$ cat src/rtl/mem_access_unit_pkg.sv
// mem_access_unit_pkg: shared FSM states, bus size codes and size-mask constants
`ifndef DATA_BUS
`define DATA_BUS 32
`endif
package mem_access_unit_pkg;
  typedef enum logic [1:0] {
    ST_IDLE = 2'd0,
    ST_REQ  = 2'd1,
    ST_WAIT = 2'd2,
    ST_DONE = 2'd3
  } state_t;
  localparam logic [1:0] SIZE_BYTE = 2'd0;
  localparam logic [1:0] SIZE_HALF = 2'd1;
  localparam logic [1:0] SIZE_WORD = 2'd2;
  localparam logic [3:0] SEL_BYTE = 4'b0001;
  localparam logic [3:0] SEL_HALF = 4'b0011;
  localparam logic [3:0] SEL_WORD = 4'b1111;
endpackage

$ cat src/rtl/mem_load_ext.sv
// mem_load_ext: pick the addressed byte/half out of a read word and sign/zero extend it
module mem_load_ext
  import mem_access_unit_pkg::*;
(
  input  logic [`DATA_BUS-1:0] rdata,
  input  logic [1:0]           off,
  input  logic [3:0]           sel,
  input  logic                 sign,
  output logic [`DATA_BUS-1:0] data
);
  logic [`DATA_BUS-1:0] b_sh, h_sh;
  assign b_sh = rdata >> {off, 3'b000};
  assign h_sh = rdata >> {off[1], 4'b0000};
  assign data = sel == SEL_WORD ? rdata :
                sel == SEL_HALF ? {{16{sign & h_sh[15]}}, h_sh[15:0]} :
                                  {{24{sign & b_sh[7]}}, b_sh[7:0]};
endmodule

$ cat src/rtl/mem_access_unit.sv
// mem_access_unit: MEM-stage single-outstanding load/store bus engine (MEM_ALIGN_CHECK_EN enables misalignment traps)
module mem_access_unit
  import mem_access_unit_pkg::*;
#(
  parameter int ADDR_W = 32,
  parameter int DATA_W = 32
) (
  input  logic              clk,
  input  logic              rst,
  input  logic              in_valid,
  input  logic              mem_read_flag,
  input  logic              mem_write_flag,
  input  logic              mem_sign_ext_flag,
  input  logic [3:0]        mem_sel,
  input  logic [DATA_W-1:0] mem_write_data,
  input  logic [ADDR_W-1:0] mem_addr,
  input  logic [DATA_W-1:0] alu_result,
  output logic [DATA_W-1:0] out_data,
  output logic              out_valid,
  output logic              stall_req,
  output logic              addr_exc,
  output logic              ram_req,
  output logic              ram_wr,
  output logic [1:0]        ram_size,
  output logic [3:0]        ram_wstrb,
  output logic [ADDR_W-1:0] ram_addr,
  output logic [DATA_W-1:0] ram_wdata,
  input  logic              ram_addr_ok,
  input  logic [DATA_W-1:0] ram_rdata,
  input  logic              ram_data_ok
);
  state_t state, state_nx;
  logic [DATA_W-1:0] load_q, ext;
  logic [1:0] off;
  logic mem_op, is_word, is_half, misaligned;
  assign off     = mem_addr[1:0];
  assign mem_op  = in_valid & (mem_read_flag | mem_write_flag);
  assign is_word = mem_sel == SEL_WORD;
  assign is_half = mem_sel == SEL_HALF;
`ifdef MEM_ALIGN_CHECK_EN
  assign misaligned = (is_half & off[0]) | (is_word & |off);
`else
  assign misaligned = 1'b0;
`endif
  always_ff @(posedge clk) begin
    if (rst) begin
      state  <= ST_IDLE;
      load_q <= '0;
    end else begin
      state <= state_nx;
      if (state == ST_WAIT && ram_data_ok && mem_read_flag) load_q <= ram_rdata;
    end
  end
  always_comb begin
    state_nx = state;
    state_nx = state == ST_IDLE ? (mem_op ? (misaligned ? ST_DONE : ST_REQ) : ST_IDLE) :
               state == ST_REQ  ? (ram_addr_ok ? ST_WAIT : ST_REQ) :
               state == ST_WAIT ? (ram_data_ok ? ST_DONE : ST_WAIT) : ST_IDLE;
  end
  mem_load_ext u_ext (
    .rdata (load_q),
    .off   (off),
    .sel   (mem_sel),
    .sign  (mem_sign_ext_flag),
    .data  (ext)
  );
  assign ram_req   = state == ST_REQ;
  assign ram_wr    = ram_req & mem_write_flag;
  assign ram_wstrb = ram_wr ? mem_sel << off : 4'b0000;
  assign ram_size  = is_word ? SIZE_WORD : is_half ? SIZE_HALF : SIZE_BYTE;
  assign ram_addr  = mem_addr;
  assign ram_wdata = is_word ? mem_write_data :
                     is_half ? {2{mem_write_data[15:0]}} : {4{mem_write_data[7:0]}};
  assign stall_req = (state == ST_IDLE & mem_op) | state == ST_REQ | state == ST_WAIT;
  assign out_valid = state == ST_DONE | (state == ST_IDLE & in_valid & ~mem_op);
  assign addr_exc  = state == ST_DONE & misaligned;
  assign out_data  = state == ST_DONE ? ((mem_write_flag | misaligned) ? '0 : ext) : alu_result;
endmodule
$ cat config.mk
export PLATFORM = sky130hd
export DESIGN_NAME = mem_access_unit
export DESIGN_NICKNAME = d
export VERILOG_FILES = /design/src/rtl/mem_access_unit_pkg.sv /design/src/rtl/mem_load_ext.sv /design/src/rtl/mem_access_unit.sv
export SDC_FILE = /design/constraint.sdc
export NUM_CORES = 1
export LEC_CHECK = 0
export CAP_MARGIN = 20
export CORE_ASPECT_RATIO = 1.25
export CORE_UTILIZATION = 32
export CTS_CLUSTER_SIZE = 40
export DETAILED_ROUTE_END_ITERATION = 8
export PLACE_DENSITY = 0.81
export SLEW_MARGIN = 20
export SYNTH_ARGS = -nofsm -noshare
export SYNTH_HDL_FRONTEND = slang
export SYNTH_SLANG_ARGS = --single-unit
$ cat constraint.sdc
create_clock -name clk -period 2.85 [get_ports clk]
set_clock_uncertainty 0.1 [all_clocks]
set_input_delay 0.57 -clock clk [delete_from_list [all_inputs] [get_ports clk]]
set_output_delay 0.57 -clock clk [all_outputs]
set_load 0.005 [all_outputs]
Yosys cells after proc, flatten, opt, wreduce, memory -nomap -nowiden

Cells that the tools add are included.

Register bits after elaboration: 34
Bits of input ports: 140
Output and inout port bits: 107
Logic and storage cells: 40

Equality and inequality tests: 5
Shift-type cells: 3
Muxes and demuxes: 15
Bitwise gates (word level): 12
Reductions and logical operators: 3

Operators by type and width:

| operator                                             | number |
|---|---|
| 2-to-1 mux 32 bit                                    | 6 |
| >> shifter 32 x 5 -> 16 bit                          | 1 |
| >> shifter 32 x 5 -> 8 bit                           | 1 |
| 2-to-1 mux 2 bit                                     | 5 |
| AND 1 bit                                            | 7 |
| equality test 2 bit (second input constant)          | 2 |
| equality test 4 x 2 -> 1 bit (second input constant) | 1 |
| equality test 4 bit (second input constant)          | 1 |
| 2-to-1 mux 4 bit                                     | 1 |
| bitwise OR 1 bit                                     | 4 |
| left shift 4 x 2 -> 4 bit                            | 1 |
| 2-to-1 mux 1 bit                                     | 3 |
| equality test 2 x 1 -> 1 bit (second input constant) | 1 |
| logical AND 1 bit                                    | 2 |
| zero test 2 bit                                      | 1 |
| inverter 1 bit                                       | 1 |

Depth between registers and ports, before layout

Gate-level depths: netlist (run 1).

Depth after elaboration: 6
Gate-level depth with buffers: 6

By module

A second synthesis (run 1) with hierarchy kept.

Cell total of the unflattened synthesis: 470
Area, all modules: 3,333.2 um2

By module, submodules not included:

| module          | times used | cells an instance | area each (um2) | seq. area each (um2) |
|---|---|---|---|---|
| mem_access_unit | 1          | 367               | 2,565.0         | 680.7 |
| mem_load_ext    | 1          | 103               | 768.2           | 0.0 |

Least setup slack after synthesis (run 1)

OpenSTA, ideal clock, no wires.

Path type: input -> output
Start point: input port mem_addr[0]
End point: output port out_data[7]
Arrival time: 1.773 ns
Required time: 2.180 ns
Slack: 0.407 ns
Stages: 5
Cell sequence: buf_2 > inv_2 > nor2_4 > mux4_2 > a31o_1

Longest elaborated chain between the ends: 5

RTL lines:

| what                            | line                  | RTL |
|---|---|---|
| from (decl)                     | mem_access_unit.sv:16 | `input logic [ADDR_W-1:0] mem_addr,` |
| >> shifter 32 x 5 -> 8 bit      | mem_load_ext.sv:12    | `assign b_sh = rdata >> {off, 3'b000};` |
| 2-to-1 mux 32 bit               | mem_load_ext.sv:15    | `sel == SEL_HALF ? {{16{sign & h_sh[15]}}, h_sh[15:0]} :` |
| 2-to-1 mux 32 bit               | mem_load_ext.sv:14    | `assign data = sel == SEL_WORD ? rdata :` |
| 2-to-1 mux 32 bit (2 in series) | mem_access_unit.sv:77 | `assign out_data = state == ST_DONE ? ((mem_write_flag \| misaligned) ? '0 : ext) : alu_result;` |
| to (decl)                       | mem_access_unit.sv:18 | `output logic [DATA_W-1:0] out_data,` |

Every way passes these cells.

Worst setup path after layout (run 1)

Start point: input port mem_sel[2]
End point: output port out_data[25]

Longest elaborated chain between the ends: 5
Elaborated cells between the ends (all ways): 6
Classes of those cells: eq/ne: 2; mux: 4

RTL lines:

| what                                | line                  | RTL |
|---|---|---|
| from (decl)                         | mem_access_unit.sv:14 | `input logic [3:0] mem_sel,` |
| equality test 4 x 2 -> 1 bit        | mem_load_ext.sv:15    |  |
| 2-to-1 mux 32 bit                   | mem_load_ext.sv:15    |  |
| 2-to-1 mux 32 bit (*)               | mem_load_ext.sv:14    |  |
| 2-to-1 mux 32 bit (*) (2 in series) | mem_access_unit.sv:77 |  |

Every way passes the cells marked *; elsewhere a longest branch is shown, timed or not.

==> results of run 1 <==
-- per-stage QoR --
| step | hold WS [ps] | power (uW) | TNS (ps) | instance area (um2) |
|---|---|---|---|---|
| 2_1_floorplan | 331 | 688 | 0 | 2860 |
| 3_3_place_gp | 344 | 994 | -26990 | 4710 |
| 3_5_place_dp | 350 | 1000 | -28790 | 4710 |
| 4_1_cts | 360 | 1360 | 0 | 5060 |
| 5_1_grt | 383 | 1420 | -24.8 | 5180 |
| 6_report | 356 | 1360 | 0 | 5180 |
-- power groups by stage --
stage	combinational (uW)	clock, uW	sequential, uW
final	499	372	488
after global routing	534	396	489
after CTS	494	374	488
after detailed placement	502	0	499
after global placement	495	0	499
after floorplan	191	0	497
-- final cells by class --
class	instances	share of cell area, %
Inverter	6	0.773
Clock buffer	7	1.67
Tap cell	120	2.90
Timing Repair Buffer	255	46.8
Multi-Input combinational cell	284	34.6
Sequential cell	34	13.1
Clock inverter	1	0.0966
-- worst paths after layout --
check                    startpoint                       to  slack [ps]  cells past startpoint
max                      mem_sel[2]             out_data[25]          40                     11
min          load_q[6]$_SDFFE_PP0P_   load_q[6]$_SDFFE_PP0P_         360                      2
max reg2reg     state[1]$_SDFF_PP0_  load_q[19]$_SDFFE_PP0P_        1250                      5
min reg2reg  load_q[6]$_SDFFE_PP0P_   load_q[6]$_SDFFE_PP0P_         360                      2
-- routing by layer --
metal,GRT usage (%),vias up,share of wire [%]
met5,0,-,0
li1,-,1751,-
met4,11.7,0,4.1
met1,31.8,1759,37
met3,5.14,60,7.3
met2,47.8,198,51
-- logic make-up after synthesis --
logic type / count (synthesis)
flops: 34
buf+inv: 76
mux: 14
compound gates: 120
simple gates: 149
other cells: 1
-- synthesized netlist by cell type (2+ instances only) --
library cell  instances  area [um2]
a2111o_1              5        56.3
nor2_1               12        45.0
a221o_1              16         160
a22oi_1               9        67.6
o21ai_1              14        70.1
nand2_1             109         409
clkbuf_1             15        56.3
o21ai_0               8        40.0
a211oi_1              9        67.6
nand3_2               2        20.0
mux4_2                2        45.0
buf_6                 2        22.5
buf_2                10        50.1
a32oi_1               6        52.6
mux2_2                8        90.1
buf_4                43         323
a21oi_1              35         175
nor2b_1              10        62.6
a31oi_1               8        50.1
inv_1                 3        11.3
nand3_1               3        15.0
dfxtp_1              34         681
mux2i_1               3        30.0
nor3_1                2        10.0
-- state kept, by name, indices dropped and copies added, names as in the netlist --
name and cells:
state 2, load_q 32
-- worst max-delay path, stage by stage --
cell and delay [ps]:
buf_2 110, buf_6 100, nand4_4 110, buf_6 140, buf_4 140, nor3_4 220, buf_12 150, buf_8 110
clkbuf_16 140, a221o_1 150, clkdlybuf4s15_2 200
-- what timing repair did --
| action | 4_1_cts | 5_1_grt |
|---|---|---|
| resized for setup | 163 | 21 |
| endpoints found under the setup margin | 61 | 45 |
| buffers inserted | 22 | 8 |
| pin swaps | 10 | 6 |
| gates cloned | 1 | 3 |
| hold endpoints to repair | 0 | 0 |
==> metrics.csv, run 1 <==
metric;value;unit
status;complete, no violations;
powerDensity;262;mW/mm2
crit_path_start_kind;input port;
p_int;985;uW
dp_hpwl;9.30;mm
syn_nets;534;
clk_pin_slew;70;ps
layout_setup_ws;35.0;ps
switching_share;27.5;%
required;2180;ps
area_growth;81.0;%
final_common_cell;clkdlybuf4s50_1;
multi_input_area;0.00179;mm2
worst-path-max-fanout;6;
cts_made_buffers;5;
viasPerCell;5.33;
synth-compound-area-share;29.5;%
grt_pass1_wl;19.4;mm
overflow;0;
p_leak;0.00209;uW
syn_inst;394;
clock_path_buffers;2;
netlist_area;0.00286;mm2
drive_gt1_share;24.0;%
synth_edf_count;0;
final_cells;707;
diodes;0;
post-route-period-util;98.8;%
holdCritPathClass;flop to flop;
gp_congestion;0.845;
clock_latency;280;ps
first_global_vias;3742;
grt_max_degree;35;
p_clk_share;27.4;%
cts-root-buf;clkbuf_8;
drc;0;
core;0.00870;mm2
cts_hold_buf;0;
fin_util;59.6;%
row_count;38;
start_util;32.9;%
synth_xor_xnor_area_share;0;%
yosys_most_used_dff;dfxtp_1;
p_switching;374;uW
die_x;86.6;um
dieArea;0.00933;mm2
fill_cells;777;
p_comb_share;36.7;%
ys_seq_area_share;23.8;%
tritoncts;built;
drv_cap;0;
wire_per_inst;18.8;um
dpl.cell_count;665;
wl;13.3;mm
hold_viol;0;
avgSynthCellArea;7.27;um2
final_cell_mix;clkdlybuf4s50_1, nand2_1, buf_4;
fin_crit;2810;ps
clkSinkCount;34;
nets;726;
ant_nets;0;
async_flop_share;0;%
antenna_found_initial;0;
yosys_warnings;0;
endpoint_kind;output port;
synth_top_family_by_area;compound AO/OA/AOI/OAI gates;
yosysUniqueCellTypes;50;
drtIter0Drc;251;
cp.arrival;2140;ps
first_pass_iters;5;
seq_power_share;35.9;%
ys_ff_latch;34;
max-vdd-ir-drop;0.169;mV
htree_levels;2;
timing.fmax;355;MHz
setup_viol_count_final;0;
path_class;input port to output port;
synth_fa_ha_area_share;0;%
seqCellArea;681;um2
groute.usage.overall;27.2;%
slew_violations;0;
yosys.area_share.simple;23.9;%
muxShareOfSynthArea;6.16;%
vias;3768;
io_pins;247;
portBuffers;185;
pre_cts_slack;-654;ps
die_h;108;um
Power figures use the tool's default switching activity.
==> inputs of run 2 (changes only) <==
GPL_TIMING_DRIVEN = 0   (was unset)
==> run 2 against run 1 <==
  * Utilization rose by 3.5 points
  * Clock power hardly changed
  * Die area did not move
  * Clock-buffer cell count fell by 1
  * Sequential share of layout area fell by 0.74 points
  * Register-to-register slack lost 210 ps
  * Sequential cell count did not move
  * Final area grew 5.9%
==> metrics.csv, run 2 (synthesis results as in run 1) <==
metric;value;unit;change
endpoint_kind;output port;;
antenna_found_initial;0;;unchanged
top_layer_used;met4;;
clk_pin_slew;70;ps;about the same
nets;776;;+6.9%
cp.arrival;2170;ps;+30 ps
r2r_slack;1040;ps;-210 ps
grt_pass1_wl;19.8;mm;+2.1%
io_pins;247;;unchanged
required;2180;ps;about the same
cts_hold_buf;0;;unchanged
grt_max_degree;12;;-66%
first_pass_iters;5;;unchanged
clock_path_buffers;2;;unchanged
wl;13.4;mm;+0.49%
slew_violations;0;;unchanged
groute.usage.overall;27.5;%;+0.31 points
met2_length;6.84;mm;+0.44%
p_leak;0.00229;uW;+9.6%
cts-root-buf;clkbuf_8;;
drive_gt1_share;23.5;%;-0.47 points
max-vdd-ir-drop;0.203;mV;+20%
post-route-period-util;99.7;%;+0.95 points
drtIter0Drc;251;;unchanged
overflow;0;;unchanged
drc;0;;unchanged
core;0.00870;mm2;unchanged
largest_reg_flops;32;;unchanged
timing.fmax;352;MHz;-0.96%
status;complete, no violations;;
dpl.cell_count;727;;+9.3%
final_cells;757;;+7.1%
dp_hpwl;10.3;mm;+11%
vias;4000;;+6.2%
worst_path_max_delay_cell;mux4_2;;
drt-met1-wl;5.05;mm;+1.4%
holdWs;365;ps;+9.16 ps
final_common_cell;clkdlybuf4s50_1;;
crit_chain;buf_4, mux4_2, a21o_1, nand3_4, o21ai_1, clkdlybuf4s50_1;;
largest-register;load_q;;
cts_made_buffers;5;;unchanged
crit_path_start_kind;input port;;
die_h;108;um;unchanged
largest_registers;load_q: 32 flops, state: 2 flops;;
powerDensity;261;mW/mm2;-0.35%
path_class;input port to output port;;
die_x;86.6;um;unchanged
gp_congestion;0.896;;+6.0%
portBuffers;213;;+15%
final_cell_mix;clkdlybuf4s50_1, nand2_1, buf_4;;
wire_per_inst;17.7;um;-6.1%
ant_nets;0;;unchanged
start_util;32.9;%;unchanged
area_growth;91.7;%;
cpPeakStageDelay;520;ps;+300 ps
htree_levels;2;;unchanged
fin_crit;2840;ps;+27.2 ps
viasPerCell;5.28;;-0.85%
wl_met3;1.02;mm;+5.1%
first_global_vias;3896;;+4.1%
drv_cap;0;;unchanged
dieArea;0.00933;mm2;unchanged
critPathBufInv;2;;-6
max_slew_margin;65.6;%;
diodes;0;;unchanged
worst-path-max-fanout;10;;+4
rsz0062_at_grt;yes;;
tritoncts;built;;
critical-path-top-delay-family;buffers and inverters;;
worst_pin_slew;516;ps;
row_count;38;;unchanged
clock_latency;290;ps;about the same
clkSinkCount;34;;unchanged
hold_viol;0;;unchanged
holdCritPathClass;flop to flop;;
setup_viol_count_final;0;;unchanged
==> run 2: changes by cell type in the layout (fill, tap and decap cells not counted), sizes merged <==
cell,change
clkdlybuf4s50,+45
clkinvlp,+1
clkdlybuf4s15,-11
dlymetal6s2s,+6
dlygate4sd2,-10
buf,-1
clkbuf,+20
==> run 2: worst reg2reg max path: stages, from the launching register on <==
cell and delay, ps:
dfxtp_1 400, nor2b_1 290, and3_1 230, clkbuf_1 190, buf_2 280, nand2_1 120
a21oi_1 130
==> run 2: path summary, 6_finish.rpt <==
path	endpoint	cells past startpoint	start
setup / recovery	out_data[10]	6	mem_addr[0]
hold / removal	load_q[3]$_SDFFE_PP0P_	2	load_q[3]$_SDFFE_PP0P_
setup reg to reg	load_q[6]$_SDFFE_PP0P_	6	state[1]$_SDFF_PP0_
hold reg to reg	load_q[3]$_SDFFE_PP0P_	2	load_q[3]$_SDFFE_PP0P_
==> run 2: power by group <==
part	switching [uW]	leakage, uW	internal, uW
combinational	202	0.00197	369
clock	180	0.0000472	194
sequential	7.92	0.000274	482
total	390	0.00229	1040
==> run 2: cell type report <==
type | instances | area (um2)
fill | 774 | 3210
sequential | 34 | 681
timing repair buffer | 235 | 2220
multi-input combinational | 284 | 1820
buffer | 70 | 495
clock buffer | 6 | 82.6
clock inverter | 2 | 12.5
tap | 120 | 150
inverter | 6 | 27.5
==> run 2: what timing repair did <==
| item | in CTS | in global routing |
|---|---|---|
| pin swaps | 5 | 8 |
| setup buffers | 18 | 3 |
| endpoints found under the setup margin | 63 | 32 |
| cloned | 1 | 0 |
| resized for setup | 102 | 43 |
==> run 2: metal layers <==
| layer | vias to the layer above | global-route usage (%) |
|---|---|---|
| li1 | 1848 | - |
| met2 | 241 | 49.9 |
| met1 | 1867 | 31.0 |
| met4 | 0 | 11.2 |
| met5 | - | 0 |
| met3 | 44 | 5.29 |
==> run 2: through the flow <==
stage | area, um2 | setup TNS (ps) | utilization [%] | setup WS (ps) | power (uW)
after global routing | 5490 | -156 | 63.1 | -57.3 | 1500
after global placement | 5150 | -38620 | 59.1 | -803 | 1060
after CTS | 5460 | 0 | 62.7 | 2.75 | 1440
final | 5490 | 0 | 63.1 | 7.85 | 1430
after floorplan | 2860 | 0 | - | 407 | 688
after detailed placement | 5150 | -40110 | 59.1 | -821 | 1060
==> inputs of run 3 (changes only) <==
MAX_ROUTING_LAYER = met4   (was unset)
PLACE_DENSITY = unset   (was 0.81)
PLACE_DENSITY_LB_ADDON = 0.25   (was unset)
==> run 3 against run 2 <==
  * Final area rose by 0.27%
  * Sequential power about the same
  * Sequential cell count unchanged
  * Via count shrank 1.7%
  * Clock power about the same
  * Routed wire length shrank 1.6%
  * Critical endpoint is now out_data[17]
==> metrics.csv, run 3 (synthesis results as in run 1) <==
metric;value;unit;change
status;complete, no violations;;
viasPerCell;5.18;;-2.0%
ant_nets;0;;unchanged
die_x;86.6;um;unchanged
cp.arrival;2130;ps;-40 ps
holdWs;360;ps;-5.14 ps
area_growth;92.2;%;
nets;778;;+0.26%
r2r_cells;6;;unchanged
worst-path-max-fanout;4;;-6
max_slew_margin;65.4;%;-0.24 points
vias;3931;;-1.7%
slew_violations;0;;unchanged
cp-endpoint;out_data[17];;
cts-root-buf;clkbuf_8;;
layout_setup_ws;48.4;ps;+40.5 ps
r2r_slack;1030;ps;about the same
first_global_vias;3742;;-4.0%
row_count;38;;unchanged
overflow;0;;unchanged
clock_latency;290;ps;about the same
groute.usage.overall;28.0;%;+0.57 points
core;0.00870;mm2;unchanged
hold_path_depth;2;;unchanged
grt_pass1_wl;19.6;mm;-1.4%
post-route-period-util;98.3;%;-1.4 points
p_leak;0.00232;uW;+1.6%
fill_cells;793;;+2.5%
drtIter0Drc;284;;+13%
drv_cap;0;;unchanged
reg2reg_to;load_q[7]$_SDFFE_PP0P_;;
setup_viol_count_final;0;;unchanged
start_util;32.9;%;unchanged
die_h;108;um;unchanged
worst_pin_slew;520;ps;+3.55 ps
grt_max_degree;12;;unchanged
wl;13.2;mm;-1.6%
endpoint_kind;output port;;
pre_cts_slack;-809;ps;+12.5 ps
r2r-start;state[1]$_SDFF_PP0_;;
first_pass_iters;5;;unchanged
cts_made_buffers;5;;unchanged
fin_crit;2800;ps;-40.5 ps
final_common_cell;clkdlybuf4s50_1;;
timing.fmax;357;MHz;+1.4%
max-vdd-ir-drop;0.243;mV;+20%
holdCritPathClass;flop to flop;;
io_pins;247;;unchanged
rsz0062_at_grt;no;;
tritoncts;built;;
largest_reg_flops;32;;unchanged
cts_hold_buf;0;;unchanged
drc;0;;unchanged
dieArea;0.00933;mm2;unchanged
dp_hpwl;10.3;mm;-0.14%
clock_path_buffers;2;;unchanged
hold_viol;0;;unchanged
gp_congestion;0.909;;+1.5%
crit_path_start_kind;input port;;
path_class;input port to output port;;
drive_gt1_share;22.1;%;-1.5 points
required;2180;ps;about the same
hp-start;load_q[6]$_SDFFE_PP0P_;;
htree_levels;2;;unchanged
antenna_found_initial;0;;unchanged
clk_pin_slew;70;ps;about the same
diodes;0;;unchanged
wire_per_inst;17.3;um;-1.9%
largest-register;load_q;;
largest_registers;load_q: 32 flops, state: 2 flops;;
final_cell_mix;clkdlybuf4s50_1, nand2_1, buf_4;;
powerDensity;260;mW/mm2;-0.68%
clkSinkCount;34;;unchanged
crit_path_start;mem_sel[2];;
portBuffers;213;;unchanged
run 3: changes by cell type in the layout (fill, tap and decap cells not counted), moves of 2 or more:
cell             before  now
buf_2                12   17
clkdlybuf4s50_1     174  160
dlymetal6s2s_1        6    8
o21ai_1               9   11
a31oi_2               3    0
clkbuf_2             13    2
a31oi_1               5    8
dlygate4sd2_1        13   28
o21ai_2               6    3
run 3: layer usage:
layer	global-route usage, %	share of wire [%]
met5	-	0
met4	8.10	2.4
met3	3.99	7.1
met2	48.5	50
met1	33.7	40
run 3: power breakdown:
part	switching, uW	total, uW	internal, uW	leakage, uW
registers	8.18	490	482	0.000274
logic	201	562	361	0.00200
clock network	183	377	194	0.0000472
run 3: timing repair:
action,CTS,global route
setup endpoints to repair,63,29
pin swaps,6,5
gates cloned,1,0
setup buffers,21,4
endpoints found under the hold margin,0,0
resized for setup,126,25
run 3: metrics by stage:
| stage | std cells | total power (uW) | TNS (ps) | cell area (um2) | util [%] |
|---|---|---|---|---|---|
| 2_1_floorplan | 394 | 688 | 0 | 2860 | - |
| 3_5_place_dp | 727 | 1070 | -40460 | 5150 | 59.1 |
| 5_1_grt | 759 | 1490 | 0 | 5510 | 63.3 |
| 3_3_place_gp | 727 | 1060 | -40160 | 5150 | 59.1 |
| 4_1_cts | 757 | 1420 | -95.7 | 5440 | 62.5 |
| 6_report | 759 | 1430 | 0 | 5510 | 63.3 |
run 3: critical path, stage by stage:
cell,delay (ps)
buf_6,100
nand4bb_4,270
buf_6,160
a21oi_4,160
a311oi_4,80
buf_6,160
buf_4,130
a221o_1,270
clkdlybuf4s15_1,210
run 3: layout make-up:
cell class                      instances  area, um2  share of cell area (%)
Inverter                                6       28.8                   0.523
Clock inverter                          2       12.5                   0.227
Buffer                                 69        497                    9.02
Sequential cell                        34        681                    12.4
Timing Repair Buffer                  238       2250                    40.9
Tap cell                              120        150                    2.73
Clock buffer                            6       82.6                    1.50
Multi-Input combinational cell        284       1800                    32.8
run 3: worst min path at each step:
stage	to	slack [ps]
after floorplan	load_q[6]$_SDFFE_PP0P_	330
after global placement	load_q[6]$_SDFFE_PP0P_	340
after detailed placement	load_q[6]$_SDFFE_PP0P_	360
after CTS	load_q[6]$_SDFFE_PP0P_	370
after global routing	load_q[3]$_SDFFE_PP0P_	380
final	load_q[6]$_SDFFE_PP0P_	360
